===== src/rtl/ssd_pkg.sv =====
// Shared definitions for the seven-segment scan driver: scan states,
// active-low hex glyph table and a width helper.
package ssd_pkg;

  typedef enum logic {
    SHOW  = 1'b0,
    BLANK = 1'b1
  } ssd_state_e;

  localparam logic [0:6] SEG_OFF_AL = 7'b1111111;

  // Glyphs are listed a..g left to right, 0 lights the segment.
  function automatic logic [0:6] hex_seg_al(input logic [3:0] nib);
    logic [0:6] s;
    case (nib)
      4'h0: s = 7'b0000001;
      4'h1: s = 7'b1001111;
      4'h2: s = 7'b0010010;
      4'h3: s = 7'b0000110;
      4'h4: s = 7'b1001100;
      4'h5: s = 7'b0100100;
      4'h6: s = 7'b0100000;
      4'h7: s = 7'b0001111;
      4'h8: s = 7'b0000000;
      4'h9: s = 7'b0001100;
      4'hA: s = 7'b0001000;
      4'hB: s = 7'b1100000;
      4'hC: s = 7'b0110001;
      4'hD: s = 7'b1000010;
      4'hE: s = 7'b0110000;
      default: s = 7'b0111000;
    endcase
    return s;
  endfunction

  // Ceiling log2, never below 1 so single-entry ranges still get a bit.
  function automatic int ssd_clog2(input int v);
    int r;
    r = 0;
    for (int i = 0; i < 31; i++) begin
      if ((1 << i) < v) r = i + 1;
    end
    return (r < 1) ? 1 : r;
  endfunction

endpackage


===== src/rtl/ssd_hex_encode.sv =====
// Combinational nibble to segment pattern, a..g at index 0..6.
// Polarity selectable: SEG_ACTIVE_LOW=0 inverts the active-low glyph.
module ssd_hex_encode #(
  parameter bit SEG_ACTIVE_LOW = 1'b1
) (
  input  logic [3:0] nibble,
  output logic [0:6] seg
);
  import ssd_pkg::*;

  always_comb begin
    seg = SEG_ACTIVE_LOW ? hex_seg_al(nibble) : ~hex_seg_al(nibble);
  end

endmodule


===== src/rtl/ssd_scan_driver.sv =====
// Time-multiplexed seven-segment driver with SHOW/BLANK scan, leading-zero
// suppression and a pending register that only lands on the frame boundary.
module ssd_scan_driver #(
  parameter int NUM_DIGITS     = 4,
  parameter int CLK_DIV        = 50000,
  parameter int GUARD          = 16,
  parameter bit SEG_ACTIVE_LOW = 1'b1,
  parameter bit AN_ACTIVE_LOW  = 1'b1,
  localparam int IW = ssd_pkg::ssd_clog2(NUM_DIGITS)
) (
  input  logic                    clk,
  input  logic                    rst_n,
  input  logic [4*NUM_DIGITS-1:0] value,
  input  logic                    load,
  input  logic [NUM_DIGITS-1:0]   dp_in,
  input  logic [NUM_DIGITS-1:0]   digit_en,
  input  logic                    lz_en,
  output logic [0:6]              seg,
  output logic                    dp,
  output logic [NUM_DIGITS-1:0]   an,
  output logic [IW-1:0]           digit_idx,
  output logic                    frame_done
);
  import ssd_pkg::*;

  localparam int PMAX = (CLK_DIV > GUARD) ? CLK_DIV : GUARD;
  localparam int PW   = ssd_clog2(PMAX);
  localparam logic [PW-1:0] CLK_END   = PW'(CLK_DIV - 1);
  localparam logic [PW-1:0] GUARD_END = PW'((GUARD > 0) ? GUARD - 1 : 0);
  localparam logic [IW-1:0] LAST      = IW'(NUM_DIGITS - 1);
  localparam logic [0:6]    SEG_OFF   = SEG_ACTIVE_LOW ? SEG_OFF_AL : ~SEG_OFF_AL;
  localparam logic          DP_OFF    = SEG_ACTIVE_LOW;
  localparam logic [NUM_DIGITS-1:0] AN_OFF = AN_ACTIVE_LOW ? {NUM_DIGITS{1'b1}} : '0;

  ssd_state_e                state, state_nxt;
  logic [PW-1:0]             presc, presc_nxt;
  logic [IW-1:0]             idx_nxt;
  logic                      advance, wrap;

  logic [4*NUM_DIGITS-1:0]   pend_val, disp_val;
  logic [NUM_DIGITS-1:0]     pend_dp, disp_dp, pend_en, disp_en;

  logic [3:0]                nib;
  logic [0:6]                seg_enc, seg_d;
  logic                      dp_d, lit, zrun;
  logic [NUM_DIGITS-1:0]     supp, an_oh, an_d;

  always_ff @(posedge clk or negedge rst_n) begin
    if (!rst_n) begin
      state      <= SHOW;
      presc      <= '0;
      digit_idx  <= '0;
      frame_done <= 1'b0;
    end else begin
      state      <= state_nxt;
      presc      <= presc_nxt;
      digit_idx  <= idx_nxt;
      frame_done <= wrap;
    end
  end

  always_comb begin
    state_nxt = state;
    presc_nxt = presc + 1'b1;
    idx_nxt   = digit_idx;
    advance   = 1'b0;
    case (state)
      SHOW: begin
        if (presc == CLK_END) begin
          presc_nxt = '0;
          if (GUARD > 0) state_nxt = BLANK;
          else           advance   = 1'b1;
        end
      end
      default: begin
        if (presc == GUARD_END) begin
          presc_nxt = '0;
          state_nxt = SHOW;
          advance   = 1'b1;
        end
      end
    endcase
    wrap = advance && (digit_idx == LAST);
    if (advance) idx_nxt = wrap ? '0 : digit_idx + 1'b1;
  end

  // A digit is blanked when it and every higher nibble are zero (digit 0 never).
  always_comb begin
    zrun = 1'b1;
    supp = '0;
    for (int k = NUM_DIGITS - 1; k >= 0; k--) begin
      zrun    = zrun && (disp_val[4*k +: 4] == 4'd0);
      supp[k] = lz_en && zrun && (k != 0);
    end
  end

  always_comb begin
    nib = disp_val[4*digit_idx +: 4];
  end

  ssd_hex_encode #(
    .SEG_ACTIVE_LOW(SEG_ACTIVE_LOW)
  ) u_enc (
    .nibble(nib),
    .seg   (seg_enc)
  );

  always_comb begin
    lit              = (state == SHOW) && disp_en[digit_idx];
    an_oh            = '0;
    an_oh[digit_idx] = 1'b1;
    an_d             = lit ? (AN_ACTIVE_LOW ? ~an_oh : an_oh) : AN_OFF;
    seg_d            = (lit && !supp[digit_idx]) ? seg_enc : SEG_OFF;
    dp_d             = (lit && disp_dp[digit_idx]) ? ~DP_OFF : DP_OFF;
  end

  // A load coinciding with the wrap is forwarded straight into the display.
  always_ff @(posedge clk or negedge rst_n) begin
    if (!rst_n) begin
      pend_val <= '0;
      pend_dp  <= '0;
      pend_en  <= '1;
      disp_val <= '0;
      disp_dp  <= '0;
      disp_en  <= '1;
      seg      <= SEG_OFF;
      dp       <= DP_OFF;
      an       <= AN_OFF;
    end else begin
      if (load) begin
        pend_val <= value;
        pend_dp  <= dp_in;
        pend_en  <= digit_en;
      end
      if (wrap) begin
        disp_val <= load ? value    : pend_val;
        disp_dp  <= load ? dp_in    : pend_dp;
        disp_en  <= load ? digit_en : pend_en;
      end
      seg <= seg_d;
      dp  <= dp_d;
      an  <= an_d;
    end
  end

endmodule


===== config.mk =====
export PLATFORM = sky130hd
export DESIGN_NAME = ssd_scan_driver
export DESIGN_NICKNAME = d
export VERILOG_FILES = /design/src/rtl/ssd_pkg.sv /design/src/rtl/ssd_hex_encode.sv /design/src/rtl/ssd_scan_driver.sv
export SDC_FILE = /design/constraint.sdc
export NUM_CORES = 1
export LEC_CHECK = 0
export ABC_AREA = 1
export CAP_MARGIN = 40
export CORE_UTILIZATION = 53
export CTS_BUF_LIST = sky130_fd_sc_hd__clkbuf_2 sky130_fd_sc_hd__clkbuf_4 sky130_fd_sc_hd__clkbuf_8
export DETAILED_ROUTE_END_ITERATION = 10
export GPL_TIMING_DRIVEN = 0
export HOLD_SLACK_MARGIN = 0.03
export PLACE_DENSITY = 0.77
export SKIP_LAST_GASP = 1
export SYNTH_ARGS = -nofsm -noshare
export SYNTH_HDL_FRONTEND = slang
export SYNTH_SLANG_ARGS = --single-unit

===== constraint.sdc =====
create_clock -name clk -period 1.7 [get_ports clk]
set_input_delay 0.34 -clock clk [delete_from_list [all_inputs] [get_ports clk]]
set_output_delay 0.34 -clock clk [all_outputs]
set_load 0.05 [all_outputs]

# Yosys cells after proc, flatten, opt, wreduce, memory -nomap -nowiden
# Memories as Yosys holds them, arrays and structs flattened.
# Cells that the tools add are included.
dict set report op_classes {
  magnitude_cmp 2
  n_eq_ne 3
  n_addsub 2
  shift 1
  n_mux 23
  n_bitwise 2
  n_reduce_logical 14
}
# op count
set op_table {}
lappend op_table {{$mux 16} 4}
lappend op_table {{$add 16x1->16 const B} 1}
lappend op_table {{$eq 16x16->1 const B} 1}
lappend op_table {{$eq 16x4->1 const B} 1}
lappend op_table {{$shiftx 16x5->4} 1}
lappend op_table {{$logic_not 4->1} 3}
lappend op_table {{$mux 4} 3}
lappend op_table {{$logic_and 1x1->1} 10}
lappend op_table {{$mux 1} 10}
lappend op_table {{$mux 7} 1}
lappend op_table {{$bmux 1 s2} 3}
lappend op_table {{$not 4->4} 1}
lappend op_table {{$lt 2x3->1 const B} 1}
lappend op_table {{$add 2x1->2 const B} 1}
lappend op_table {{$demux 1 s2} 1}
lappend op_table {{$eq 2x2->1 const B} 1}
lappend op_table {{$ge 2x1->1 const B} 1}
lappend op_table {{$mux 2} 1}
lappend op_table {{$logic_not 1->1} 1}
lappend op_table {{$not 1->1} 1}
dict set report word_totals {
  reg_bits 80
  output_inout_bits 15
  memories 1
  input_bits 28
  romBits 112
}
# name words width read_ports rd_clocked_by_memory_dff write_ports line
set memory_table {}
lappend memory_table {{(no name shown)} 16 7 1 0 0 ssd_pkg.sv:15} ;# case (nib)

# Logic depth before layout (Yosys ltp)
dict set report depth {
  ltp_word 9
  depth_mapped 11
  depth_no_buf 10
}

# Modules after synthesis
# A second synthesis with hierarchy kept.
dict set report unflattened {
  hier_cells 443
  hier_area_um2 3945.0
}
# mod area_per_inst_um2 instances seq_area_each_um2 cells_per_inst
set by_module_without_submodules {}
lappend by_module_without_submodules {ssd_scan_driver 3641.0 1 2026.9 390}
lappend by_module_without_submodules {ssd_hex_encode 304.0 1 0.0 53}

# Worst setup path after synthesis
# Ideal clock, no wire load.
dict set report synth_path {
  path_kind {register to register}
  from {register digit_idx[0]}
  to {register seg[3] in the netlist's numbering}
  path_stages_with_launch 12
  slack_ps -262
  synth_period_minus_slack_ps 1962
  setup_ps 84
  t_arrival_ps 1878
  cell_sequence {dfrtp_1 inv_2 buf_2 nand2_1 nand3_1 nand2_1 inv_1 ha_1 nand3_1 nand2_1 nand2_1 nand3_1}
}
dict set report synth_between {
  elab_chain_len 5
  word_cells_on_any_way 10
  classes_between {1 x shift; 5 x mux; 3 x reduce/logical; 1 x memory}
}
# element line
set synth_rtl {}
lappend synth_rtl {{start: declaration} ssd_scan_driver.sv:21} ;# output logic [IW-1:0] digit_idx,
lappend synth_rtl {{start signal: assignment} ssd_scan_driver.sv:57} ;# digit_idx <= idx_nxt;
lappend synth_rtl {{parallel branches: the longest is 4 deep, another holds $mem_v2 16x7} -}
lappend synth_rtl {{$mux 7 (*)} ssd_scan_driver.sv:113} ;# seg_d = (lit && !supp[digit_idx]) ? seg_enc : SEG_OFF;
lappend synth_rtl {{via seg_d, one bit} ssd_scan_driver.sv:44} ;# logic [0:6] seg_enc, seg_d;
lappend synth_rtl {{end signal: assignment} ssd_scan_driver.sv:140} ;# seg <= seg_d;
lappend synth_rtl {{end: declaration} ssd_scan_driver.sv:18} ;# output logic [0:6] seg,
# Mark *: on every way through the listed nets, which the timed path passes. The select of a mux whose other input is x is not followed.
# A chain may end at the register's enable or synchronous reset.

# Worst setup path in the final report
dict set report layout_path {
  from {register digit_idx[0]}
  to {output digit_idx[0]}
}
# No word-level cell between the ends.

==> results.sh <==
export IMPL_drc_errors=0
export IMPL_netlist_top_cells_area="dfrtp_1 37%, nand2_1 14%, dfstp_2 13%, nand3_1 8.3%, mux2_2 6.7%"
export IMPL_cts_sink_count=80
export IMPL_cp_start_kind="register"
export IMPL_crit_start="digit_idx[0]$_DFFE_PN0P_"
export IMPL_synth_top_cell_area_share=0.3729
export IMPL_synthAdderAreaFrac=0.03418
export IMPL_status="completed"
export IMPL_ys_seq_area_frac=0.5034
export IMPL_antenna_left=0
export IMPL_m1WireLength_microns=3946
export IMPL_antenna_cells=0
export IMPL_io_pin_count=43
export IMPL_placed_cells=605
export IMPL_hold_slack_ns=0.3440
export IMPL_post_dp_cell_area_sq_um=4614
export IMPL_whs_path_depth=2
export IMPL_min_to="pend_dp[3]$_DFF_PN0_"
export IMPL_fp_row_count=31
export IMPL_io_buffers=41
export IMPL_synth_compound_area_frac=0.01274
export IMPL_finalHoldViolations=0
export IMPL_cap_violations=0
export IMPL_drtIter0Drc=139
export IMPL_insertion_delay_ns=0.35
export IMPL_ys_seq_elements=80
export IMPL_synthDistinctLibCells=26
export IMPL_grt_overflow=0
export IMPL_yosysTopAreaCell="dfrtp_1"
export IMPL_grt_antenna_before_repair=0
export IMPL_grt_max_degree=55
export IMPL_wirelength_microns=8581
export IMPL_die_w_microns=89.16
export IMPL_rr_endpoint="disp_val[3]$_DFFE_PN0P_"
export IMPL_path_clk_slew_ns=0.08
export IMPL_period_share=0.9629
export IMPL_crit_type="reg -> out"
export IMPL_top_layer_used="met4"
export IMPL_tns_ns=0
export IMPL_fin_crit_ns=1.637
export IMPL_rrSetupSlack_ns=0.08
export IMPL_dp_slack_ns=-0.08192
export IMPL_grt_pass1_vias=3052
export IMPL_r2r_start="presc[6]$_DFF_PN0_"
export IMPL_setup_ws_ns=0.06306
export IMPL_synth_top_family_by_area="simple AND/OR/NAND/NOR gates"
export IMPL_critPathMaxStageDelay_ns=0.47
export IMPL_nNetsFinal=569
export IMPL_cts_buffers=9
export IMPL_setup_viol=0
export IMPL_postSynthCellCount=464
export IMPL_start_util=0.5522
export IMPL_rsz0062_at_grt="true"
export IMPL_most_common_layout_cells="143 x nand2_1, 63 x nand3_1, 57 x dfrtp_1"
export IMPL_via_per_inst=5.126
export IMPL_met2WireLength_microns=4236
export IMPL_worst_r2r_cell_count=9
export IMPL_synth_mux_area_frac=0.06712
export IMPL_leakagePower_nw=2.436
export IMPL_area_growth_pct=23.71
export IMPL_slew_limit_headroom=0.6770
export IMPL_cp_max_fo=4
export IMPL_core_area_sq_um=7292
export IMPL_die_h_microns=89.16
export IMPL_synth_nets=503
export IMPL_fin_area_sq_um=4981
export IMPL_synthXorXnorAreaFrac=0.02175
export IMPL_dp_hpwl_microns=5930
export IMPL_cts_path_max_buffers=2
export IMPL_max_freq_ghz=0.6109
export IMPL_irDropWorstVdd_v=0.0006821
export IMPL_synthSimpleGateAreaFrac=0.2983
export IMPL_min_path_type="in -> reg"
export IMPL_grt_pass1_wl_microns=14160
export IMPL_critical_path_slowest_cell="dfrtp_2"
export IMPL_path_cells="buf_4 > buf_4 > buf_2"
export IMPL_power_density_nw_per_um2=713.4
export IMPL_cp_required_ns=1.36
export IMPL_synth_edf_count=0
export IMPL_clock_skew_ns=0.008699
export IMPL_h_tree_depth=3
export IMPL_syn_avg_cell_area_sq_um=8.678
export IMPL_hold_start="load"
export IMPL_dieArea_sq_um=7950
export IMPL_drive_gt1_frac=0.2491
export IMPL_gp_congestion=0.8648
export IMPL_grt_total_usage=0.2357
export IMPL_async_reset_ff_frac=1.000
export IMPL_worst_pin_slew_ns=0.4864
export IMPL_critPathArrivalTime_ns=1.30
export IMPL_cp_end_kind="primary output"
export IMPL_final_common_cell="nand2_1"
export IMPL_ys_flop_type="dfrtp_1"
export IMPL_cpMostUsedCell="buf_4"
export IMPL_dr_wl_met3_microns=242
export IMPL_cts_root_buffer="clkbuf_8"
export IMPL_drt_first_pass_iters=4
export IMPL_maxSlewViolCount=0
export IMPL_yosys_warnings=0
export IMPL_instances_no_fill=633
export IMPL_netlist_area_sq_um=4026
export IMPL_post_drt_wl_per_cell_microns=13.56
export IMPL_cts_tree="built"
export IMPL_vias=3245
[per-layer routing]
| layer | track usage | up-vias |
|---|---|---|
| li1 | - | 1615 |
| met1 | 0.3096 | 1542 |
| met2 | 0.3900 | 71 |
| met3 | 0.06279 | 17 |
| met4 | 0.06061 | 0 |
| met5 | 0 | - |
[timing repair]
item | 4_1_cts | 5_1_grt
hold buffers | 1 | 0
endpoints found under the setup margin | 39 | 32
pin swaps | 2 | 2
endpoints found under the hold margin | 15 | 0
setup buffers | 5 | 6
gates resized for setup | 43 | 28
cloned | 0 | 2
[flip-flops by register name, indices dropped and copies added (netlist names), 7 cells and up]
signal,cells
disp_val,16
pend_val,16
seg,7
presc,16
[power breakdown]
group	total (W)	switching, W	internal, W
clock	0.00137	0.000684	0.000690
sequential	0.00198	0.0000141	0.00197
combinational	0.000199	0.0000862	0.000113
[how the worst max path moves through the flow]
stage | to | cells past startpoint
2_1_floorplan | seg[3]$_DFF_PN1_ | 11
3_3_place_gp | digit_idx[1]$_DFFE_PN0P_ | 1
3_5_place_dp | seg[5]$_DFF_PN1_ | 10
4_1_cts | an[3] | 1
5_1_grt | disp_val[3]$_DFFE_PN0P_ | 8
6_report | digit_idx[0] | 3
[per-stage QoR]
| step | util | total power (W) |
|---|---|---|
| finish | 0.6831 | 0.003553 |
| global route | 0.6831 | 0.003689 |
| CTS | 0.6709 | 0.003579 |
| detailed placement | 0.6328 | 0.002218 |
| global placement | 0.6294 | 0.002204 |
| floorplan | - | 0.002093 |
[critical path, delay by kind of cell, from the launching register on]
family | cells | cell delay, ns
buf+inv | 3 | 0.48
flops | 1 | 0.47
[synth_stat cells, drive strengths merged (5+ instances only)]
library cell  number
ha                11
nand2            147
xor2              10
o21ai              5
inv               40
buf               16
nand3             68
dfstp             20
nand4              7
mux2              24
dfrtp             60
nor2              46
[cell families after synthesis]
kind of cell / count (synthesis)
xor gates and xnor gates: 10
buffers and inverters: 56
adders and majority gates: 11
AOI/OAI and AO/OA: 10
DFF: 80
muxes: 24
and+or+nand+nor: 273
[layout make-up]
cell class,instances,area [sq um]
plain buffers,15,107.6
clock buffers,10,131.4
clock inverters,5,57.56
fillers,622,2311
inverters,40,160.2
multi-input cells,328,1844
flip-flops and latches,80,2031
well taps,99,123.9
repair buffers,56,525.5
Note: power is estimated with default switching activity, not from simulation.
